--- src/rtl/cpu_pkg.sv ---
// Shared fetch-stage types: FSM state encoding, address type and instruction constants.
package cpu_pkg;

    typedef logic [31:0] addr_t;

    typedef enum logic [1:0] {
        StIdle = 2'd0,
        StReq  = 2'd1,
        StWait = 2'd2
    } fetch_state_e;

    localparam addr_t       DefaultResetPc = 32'h0000_0000;
    localparam logic [31:0] ZeroInstr      = 32'h0000_0000;
    localparam logic [31:0] NopInstr       = 32'h0000_0013;

    // Sequential fetch address; wraps modulo 2^32 with no flag.
    function automatic addr_t next_pc(addr_t pc);
        return pc + 32'd4;
    endfunction

endpackage

--- src/rtl/fetch_fifo.sv ---
// Synchronous FIFO holding fetched {code, pc} pairs; flush empties it in one cycle.
// Depth must be a power of two so the pointers wrap naturally.
module fetch_fifo #(
    parameter int unsigned Depth = 2,
    parameter int unsigned Width = 64
) (
    input  logic                       clk_i,
    input  logic                       rst_ni,
    input  logic                       push_i,
    input  logic [Width-1:0]           wdata_i,
    input  logic                       pop_i,
    input  logic                       flush_i,
    output logic [Width-1:0]           rdata_o,
    output logic                       empty_o,
    output logic [$clog2(Depth):0]     count_o
);
    localparam int unsigned PtrW = $clog2(Depth);
    localparam int unsigned CntW = PtrW + 1;

    logic [Width-1:0] mem_q [Depth];
    logic [PtrW-1:0]  wr_ptr_q, wr_ptr_d;
    logic [PtrW-1:0]  rd_ptr_q, rd_ptr_d;
    logic [CntW-1:0]  count_q, count_d;

    // Pointer and occupancy update; flush wins over push/pop.
    always_comb begin
        wr_ptr_d = wr_ptr_q;
        rd_ptr_d = rd_ptr_q;
        count_d  = count_q;
        if (flush_i) begin
            wr_ptr_d = '0;
            rd_ptr_d = '0;
            count_d  = '0;
        end else begin
            if (push_i) wr_ptr_d = wr_ptr_q + PtrW'(1);
            if (pop_i)  rd_ptr_d = rd_ptr_q + PtrW'(1);
            count_d = count_q + CntW'(push_i) - CntW'(pop_i);
        end
    end

    // State registers with synchronous active-low reset.
    always_ff @(posedge clk_i) begin
        if (!rst_ni) begin
            wr_ptr_q <= '0;
            rd_ptr_q <= '0;
            count_q  <= '0;
        end else begin
            wr_ptr_q <= wr_ptr_d;
            rd_ptr_q <= rd_ptr_d;
            count_q  <= count_d;
        end
    end

    // Storage array; no reset needed since count gates visibility.
    always_ff @(posedge clk_i) begin
        if (push_i && !flush_i) mem_q[wr_ptr_q] <= wdata_i;
    end

    assign rdata_o = mem_q[rd_ptr_q];
    assign empty_o = (count_q == '0);
    assign count_o = count_q;

endmodule

--- src/rtl/instruction_fetch_unit.sv ---
// Fetch stage: PC register, req/gnt/rvalid instruction-memory master, output FIFO to decode.
// Optional misaligned-redirect trap enabled by defining IFU_MISALIGN_TRAP_EN.
module instruction_fetch_unit
    import cpu_pkg::*;
#(
    parameter addr_t       RESET_PC  = DefaultResetPc,
    parameter int unsigned BUF_DEPTH = 2
) (
    input  logic        clk,
    input  logic        rst_n,
    output logic        imem_req,
    output logic [31:0] imem_addr,
    input  logic        imem_gnt,
    input  logic        imem_rvalid,
    input  logic [31:0] imem_rdata,
    input  logic        redirect_valid,
    input  logic [31:0] redirect_pc,
    output logic        inst_valid,
    input  logic        inst_ready,
    output logic [31:0] inst_code,
    output logic [31:0] inst_pc,
    output logic        fetch_fault
);
    localparam int unsigned CntW = $clog2(BUF_DEPTH) + 1;

    fetch_state_e    state_q, state_d;
    addr_t           pc_q, pc_d;
    addr_t           fetch_addr_q, fetch_addr_d;
    logic            discard_q, discard_d;
    logic            fault_q, fault_d;
    addr_t           target_pc;
    logic            fifo_push, fifo_pop, fifo_empty;
    logic [63:0]     fifo_rdata;
    logic [CntW-1:0] fifo_count, occ_next;
    logic            can_fetch;

    // Redirect target, FIFO strobes and whether a new fetch may start next cycle.
    always_comb begin
        target_pc = redirect_pc;
`ifdef IFU_MISALIGN_TRAP_EN
        fault_d = redirect_valid ? (redirect_pc[1:0] != 2'b00) : fault_q;
`else
        target_pc[1:0] = 2'b00;
        fault_d = 1'b0;
`endif
        fifo_pop  = ~fifo_empty & inst_ready;
        // A response coinciding with a redirect belongs to the old stream.
        fifo_push = (state_q == StWait) & imem_rvalid & ~discard_q & ~redirect_valid;
        if (redirect_valid) occ_next = '0;
        else occ_next = fifo_count + CntW'(fifo_push) - CntW'(fifo_pop);
        can_fetch = (occ_next < CntW'(BUF_DEPTH)) & ~fault_d;
    end

    // Fetch FSM next state; at most one request outstanding, slot reserved before issue.
    always_comb begin
        state_d      = state_q;
        pc_d         = pc_q;
        fetch_addr_d = fetch_addr_q;
        discard_d    = discard_q;
        unique case (state_q)
            StIdle: begin
                if (can_fetch) state_d = StReq;
            end
            StReq: begin
                if (imem_gnt) begin
                    fetch_addr_d = pc_q;
                    pc_d         = next_pc(pc_q);
                    state_d      = StWait;
                    if (redirect_valid) discard_d = 1'b1;
                end else if (!can_fetch) begin
                    state_d = StIdle;
                end
            end
            StWait: begin
                if (imem_rvalid) begin
                    discard_d = 1'b0;
                    state_d   = can_fetch ? StReq : StIdle;
                end else if (redirect_valid) begin
                    discard_d = 1'b1;
                end
            end
            default: state_d = StIdle;
        endcase
        if (redirect_valid) pc_d = target_pc;
    end

    // Fetch control registers.
    always_ff @(posedge clk) begin
        if (!rst_n) begin
            state_q      <= StIdle;
            pc_q         <= RESET_PC;
            fetch_addr_q <= '0;
            discard_q    <= 1'b0;
            fault_q      <= 1'b0;
        end else begin
            state_q      <= state_d;
            pc_q         <= pc_d;
            fetch_addr_q <= fetch_addr_d;
            discard_q    <= discard_d;
            fault_q      <= fault_d;
        end
    end

    fetch_fifo #(
        .Depth (BUF_DEPTH),
        .Width (64)
    ) u_fetch_fifo (
        .clk_i   (clk),
        .rst_ni  (rst_n),
        .push_i  (fifo_push),
        .wdata_i ({imem_rdata, fetch_addr_q}),
        .pop_i   (fifo_pop),
        .flush_i (redirect_valid),
        .rdata_o (fifo_rdata),
        .empty_o (fifo_empty),
        .count_o (fifo_count)
    );

    // Outputs are decoded from registers only; data fields read zero when invalid.
    always_comb begin
        imem_req    = (state_q == StReq);
        imem_addr   = imem_req ? pc_q : '0;
        inst_valid  = ~fifo_empty;
        inst_code   = inst_valid ? fifo_rdata[63:32] : ZeroInstr;
        inst_pc     = inst_valid ? fifo_rdata[31:0] : '0;
        fetch_fault = fault_q;
    end

endmodule

--- config.mk ---
export PLATFORM = sky130hd
export DESIGN_NAME = instruction_fetch_unit
export DESIGN_NICKNAME = d
export VERILOG_FILES = /design/src/rtl/cpu_pkg.sv /design/src/rtl/fetch_fifo.sv /design/src/rtl/instruction_fetch_unit.sv
export SDC_FILE = /design/constraint.sdc
export NUM_CORES = 1
export LEC_CHECK = 0
export CAP_MARGIN = 20
export CELL_PAD_IN_SITES_DETAIL_PLACEMENT = 0
export CELL_PAD_IN_SITES_GLOBAL_PLACEMENT = 1
export CORE_ASPECT_RATIO = 0.7
export CORE_MARGIN = 4
export CORE_UTILIZATION = 40
export DETAILED_ROUTE_END_ITERATION = 16
export PLACE_DENSITY_LB_ADDON = 0.1
export REMOVE_ABC_BUFFERS = 1
export SYNTH_ARGS = -nofsm -noshare
export SYNTH_HDL_FRONTEND = slang
export SYNTH_SLANG_ARGS = --single-unit
export TNS_END_PERCENT = 30
--- constraint.sdc ---
create_clock -name clk -period 8.9 [get_ports clk]
set_input_delay 0.89 -clock clk [delete_from_list [all_inputs] [get_ports clk]]
set_output_delay 0.89 -clock clk [all_outputs]
set_load 0.005 [all_outputs]
# == Word-level counts from Yosys, hierarchy flattened ==
# Memory sizes are Yosys's and may differ from the RTL's. A register that Yosys moved wholly into a read port is not among the register bits.
# Cells that the tools add are included.
# word_totals
elab_cells,62
ram_bits,128
register_bits,71
inputBits,70
mem_count,1
# memory_table
memory,depth,word_bits,rd,rd_ports_with_merged_regs,write_ports,line,rtl
u_fetch_fifo.mem_q,2,64,1,1,1,fetch_fifo.sv:20,logic [Width-1:0] mem_q [Depth];
# op_classes
mux,21
bitwise,8
eq_ne,6
n_reduce_logical,12
order_cmp,1
n_addsub,5
# op_table
cell,n
$mux W32,6
$add A32 B3 Y32 const B,1
$mux W2,5
$mux W1,8
$pmux W2 S3,1
$reduce_and A2 Y1,3
$reduce_bool A2 Y1,3
$and A1 B1 Y1,4
$logic_not A2 Y1,2
$ne A2 B2 Y1 const B,2
$not A1 Y1,4
$ne A3 B3 Y1 const B,1
$reduce_and A3 Y1,1
$add A1 B1 Y1 const B,2
$add A2 B1 Y2,1
$eq A2 B1 Y1 const B,1
$eq A2 B2 Y1 const B,1
$lt A2 B2 Y1 const B,1
$ne A2 B1 Y1 const B,1
$pmux W1 S2,1
$reduce_or A2 Y1,1
$sub A2 B1 Y2,1
$logic_and A1 B1 Y1,1
$logic_not A1 Y1,1

# == Depth between registers and ports, before layout ==
# logic_depth
depth_word,11
depth_mapped,10

# == Hierarchy ==
# From an unflattened synthesis, not the netlist that was laid out.
# hier_totals
hier_cells,728
area_unflattened_um2,9028.7
# modules_own_cells
mod,n_inst,cells_per_inst,area_each_um2,seq_area_each_um2
fetch_fifo,1,221,5142.4,3943.8
instruction_fetch_unit,1,507,3886.2,1261.2

# == Worst setup path after synthesis ==
# Ideal clock, no wire load.
# synth_timing
path_type,input port to flip-flop
start,input port redirect_valid
end,memory u_fetch_fifo.mem_q[0][10] (enable)
cell_stages,3
setup_time_ns,0.635
path_buffers,2
t_arrival_ns,7.219
t_required_ns,8.265
slack_ns,1.046
path_cell_list,clkbuf_1 clkbuf_1 nor4_1
# synth_via
elab_chain_cells,5
elab_cells_between_ends,6
# synth_lines
item,line,rtl
"start, declared",instruction_fetch_unit.sv:16,"input logic redirect_valid,"
$not A1 Y1,instruction_fetch_unit.sv:48,fifo_push = (state_q == StWait) & imem_rvalid & ~discard_q & ~redirect_valid;
$and A1 B1 Y1,instruction_fetch_unit.sv:48,
$logic_and A1 B1 Y1 *,fetch_fifo.sv:56,if (push_i && !flush_i) mem_q[wr_ptr_q] <= wdata_i;
$mux W1 *,fetch_fifo.sv:56,
$mux W1 (not written as such) *,fetch_fifo.sv:56,
"end, declared",fetch_fifo.sv:20,
# Mark *: on every way between the ends. The rest lies on a longest branch, timed or not.

==> results by group <==
Status
  • Status: complete, no violations

Detailed routing
  • Detail Route Antenna Nets: 0
  • DR WL/cell: ~18 um
  • Initial DRC Count: 393
  • DR vias: between 5,000 and 6,000
  • DR vias/cell: approximately 5.1
  • DRT Pass-1 Iters: 4
  • DRC Markers: 0
  • Routed WL: about 21,000 um

Die
  • IO Count: roughly 170
  • Die Y-Extent: around 130 um
  • Starting Density: 40.8%
  • Core Box Area: a little under 20,000 um2
  • Std-Cell Rows: 43
  • Die width: 178 um
  • Full die area: ~23,000 um2

Finish
  • P&R area growth vs syn: 30.0%
  • Finished Cell Area: roughly 10,000 um2
  • Register area: 5090 um2
  • Nets: between 900 and 1,000
  • Filler cell count: about 1,800
  • Diodes inserted: 0
  • Share of cells above drive strength 1: under 10%
  • Combined area of the multi-input logic cells: around 2800 um2

Clock network
  • Post-CTS Resized: 0
  • Clock Latency Late Sink: 0.43 ns
  • Worst-path clk slew: ~0.070 ns
  • CTS tree: done
  • H-Tree Depth: 4
  • TritonCTS Sinks: about 190
  • Hold_buf cts: 0
  • Post-CTS Setup Repair Bufs: 0
  • CTS Buf Count: 17
  • Root Driver: clkbuf_16
  • Clk buf depth: 2

Timing
  • Setup-failing EPs final: 0
  • Max-slew violations: 0
  • RSZ-0062 raised after global routing: no
  • Min Tclk post-route: 3.49 ns
  • Post-Route Skew: between 0.01 and 0.015 ns
  • Slew @ Worst Pin: 0.929 ns
  • Final Hold Fails: 0
  • Period utilization: roughly two fifths
  • Fmax: 0.287 GHz
  • Setup TNS: 0 ns
  • Min Hold Slack: roughly 0.45 ns
  • Max-slew headroom: between 30% and 40%

Place
  • IO buf count: approximately 160
  • Gpl congestion: 0.790
  • DP Wirelength: between 10,000 and 15,000 um
  • Area of placed instances: about 9900 um2

Min path
  • Hold Path Origin: fetch_addr_q[4]$_SDFFE_PN0P_
  • Hold path endpoint: u_fetch_fifo.mem_q[1][4]$_DFFE_PP_
  • Worst hold path type: reg2reg
  • Worst hold path depth: 0

Global routing
  • First-pass GRT wire length: 32,300 um
  • Tot GR Track Use: 18.4%
  • Largest net degree at the start of global routing: between 60 and 70
  • Vias in the first global route: between 5,000 and 6,000
  • Global route overflow: 0
  • Initial antenna violation count: 0

Logic synthesis
  • Synth Area in XOR/XNOR: between 1 and 1.5%
  • Largest family of logic cells by synthesized area: simple AND/OR/NAND/NOR gates
  • FFs w/ async S/R, synth: 0%
  • Synth Flop Type: edfxtp_1
  • Synth Register Bits: roughly 190
  • Post-Synth Simple-Gate Area: ~17%
  • Seq/Total Area, Yosys: between 60 and 70%
  • Post-synth EDFFs: 124
  • Post-Synthesis Cells: 707
  • Post-Syn Area: between 8000 and 9000 um2
  • Adder-cell share of the synthesized area: 0.465%
  • Total number of yosys warnings: 0
  • Syn_area_per_cell: around 11 um2
  • Multiplexer area fraction after synthesis: 7.93%
  • Post-synthesis compound-gate area fraction: 7.06%
  • Synth cell types: 49

Setup path
  • Cell count of the worst reg-to-reg path: 11
  • Required @ worst endpoint: approximately 8.0 ns
  • R2r startpoint: u_fetch_fifo.count_o[1]$_SDFF_PN0_
  • Worst Setup End Kind: output pin
  • Startpoint types: flop
  • Max FO, Critical Path: 45
  • Crit path DAT: 2.60 ns
  • Worst Setup Path Type: reg2out
  • FF-to-FF End: state_q[0]$_SDFFE_PN0P_
  • R2r setup slk: just under 6 ns

Pwr
  • Total power divided by cell area: 177 nW/um2
  • Leakage: approximately 3.4 nW
  • Peak VDD IR: around 0.083 mV

Flow run
  • Maximum capacitance violations: 0
state kept, by name, indices dropped and copies added (netlist names), named ones only:
register / count
discard_q: 1
fetch_addr_q: 30
pc_q: 30
state_q: 2
u_fetch_fifo.count_o: 2
u_fetch_fifo.mem_q: 124
u_fetch_fifo.rd_ptr_q: 1
u_fetch_fifo.wr_ptr_q: 1
routing by layer:
| layer | part of all wire, % | GRT usage (%) |
|---|---|---|
| met4 | 0.75 | 4.73 |
| met5 | 0 | 0 |
| met2 | 46 | 29.3 |
| met3 | 5.5 | 3.87 |
| met1 | 48 | 25.8 |
cells in the mapped netlist, types with 2 or more instances:
master    instances  area share [%]
mux2i_1          64             7.9
nand3b_1          2            0.19
a311oi_1          2            0.22
nand3_1          18             1.1
inv_1             7            0.33
o21a_1            2            0.19
nor3_1            6            0.37
and3_1            6            0.46
nor4_1            6            0.46
ha_1              3            0.46
or4_1            10            0.93
o31ai_1           4            0.37
nor2b_1           3            0.23
and4_1            3            0.33
xor2_1            3            0.33
a32oi_1           3            0.33
buf_4             6            0.56
nand2_1          77             3.6
dfxtp_1          68              17
edfxtp_1        124              46
a31oi_1          11            0.85
a21oi_1          36             2.2
o211ai_1          3            0.28
xnor2_1           7            0.76
a211oi_1          5            0.46
and2_1           34             2.6
or3_1            12            0.93
nand2b_1          3            0.23
clkbuf_1         37             1.7
buf_1             5            0.23
nand4_1          12            0.93
nor2_1           80             3.7
o21ai_0          29             1.8
cell usage in the layout (no fill, tap or decap), types with 3 or more instances in the layout:
master and count:
clkdlybuf4s50_1 161, edfxtp_1 124, nor2_1 79, nand2_1 77, dfxtp_1 67, mux2i_1 64
a21oi_1 36, and2_1 33, o21ai_0 29, nand3_1 18, clkbuf_16 17, nand4_1 12
or3_1 12, a31oi_1 11, buf_4 11, or4_1 10, inv_1 7, xnor2_1 7
nor3_1 6, and3_1 6, nor4_1 5, a211oi_1 5, conb_1 5, inv_6 5
o31ai_1 4, xor2_1 3, and4_1 3, a32oi_1 3, o211ai_1 3, nand2b_1 3
ha_1 3, inv_8 3
cell type report:
class                           instances  area share (%)
Clock buffer                           18            4.09
Clock inverter                         14            1.35
Inverter                                7           0.250
Multi-Input combinational cell        462            26.5
Sequential cell                       192            48.5
Tap cell                              270            3.22
Timing Repair Buffer                  172            16.1
worst max-delay path, cell delays in order (launching register included):
cell,delay [ns]
dfxtp_4,0.57
buf_4,0.68
mux2i_1,0.16
nor2_1,0.15
clkdlybuf4s50_1,0.52
cells by family after synthesis:
| family | Yosys count |
|---|---|
| adder cells (fa/ha/maj) | 3 |
| XOR/XNOR | 10 |
| other | 1 |
| multiplexers | 64 |
| AND/OR/NAND/NOR | 282 |
| AO/OA/AOI/OAI | 98 |
| buffers and inverters | 57 |
| flip-flops | 192 |
metrics by stage:
step / std cells / total power [W] / worst slack (ns) / util (%)
2_1_floorplan: 661 / 0.00105 / 1.39 / -
3_3_place_gp: 1103 / 0.00112 / 5.41 / 50.1
3_5_place_dp: 1103 / 0.00113 / 5.38 / 50.1
4_1_cts: 1135 / 0.00188 / 5.34 / 53.0
5_1_grt: 1135 / 0.00193 / 5.21 / 53.0
6_report: 1135 / 0.00186 / 5.41 / 53.0
power by group:
group / switching [W] / leakage, nW / total, W / internal, W
logic: 0.0000580 / 1.40 / 0.000122 / 0.0000636
registers: 0.0000252 / 1.73 / 0.000987 / 0.000962
clock network: 0.000356 / 0.279 / 0.000752 / 0.000396
worst max path at each step:
stage,start,slack (ns),to,cells after the start
floorplan,imem_rvalid,1.39,u_fetch_fifo.mem_q[0][10]$_DFFE_PP_,2
global placement,imem_gnt,5.41,pc_q[16]$_SDFFE_PN0P_,5
detailed placement,imem_gnt,5.38,pc_q[16]$_SDFFE_PN0P_,5
CTS,flop,5.34,inst_pc[19],4
global route,flop,5.21,inst_pc[5],4
finish,flop,5.41,inst_pc[6],4
Power figures use the tool's default switching activity.
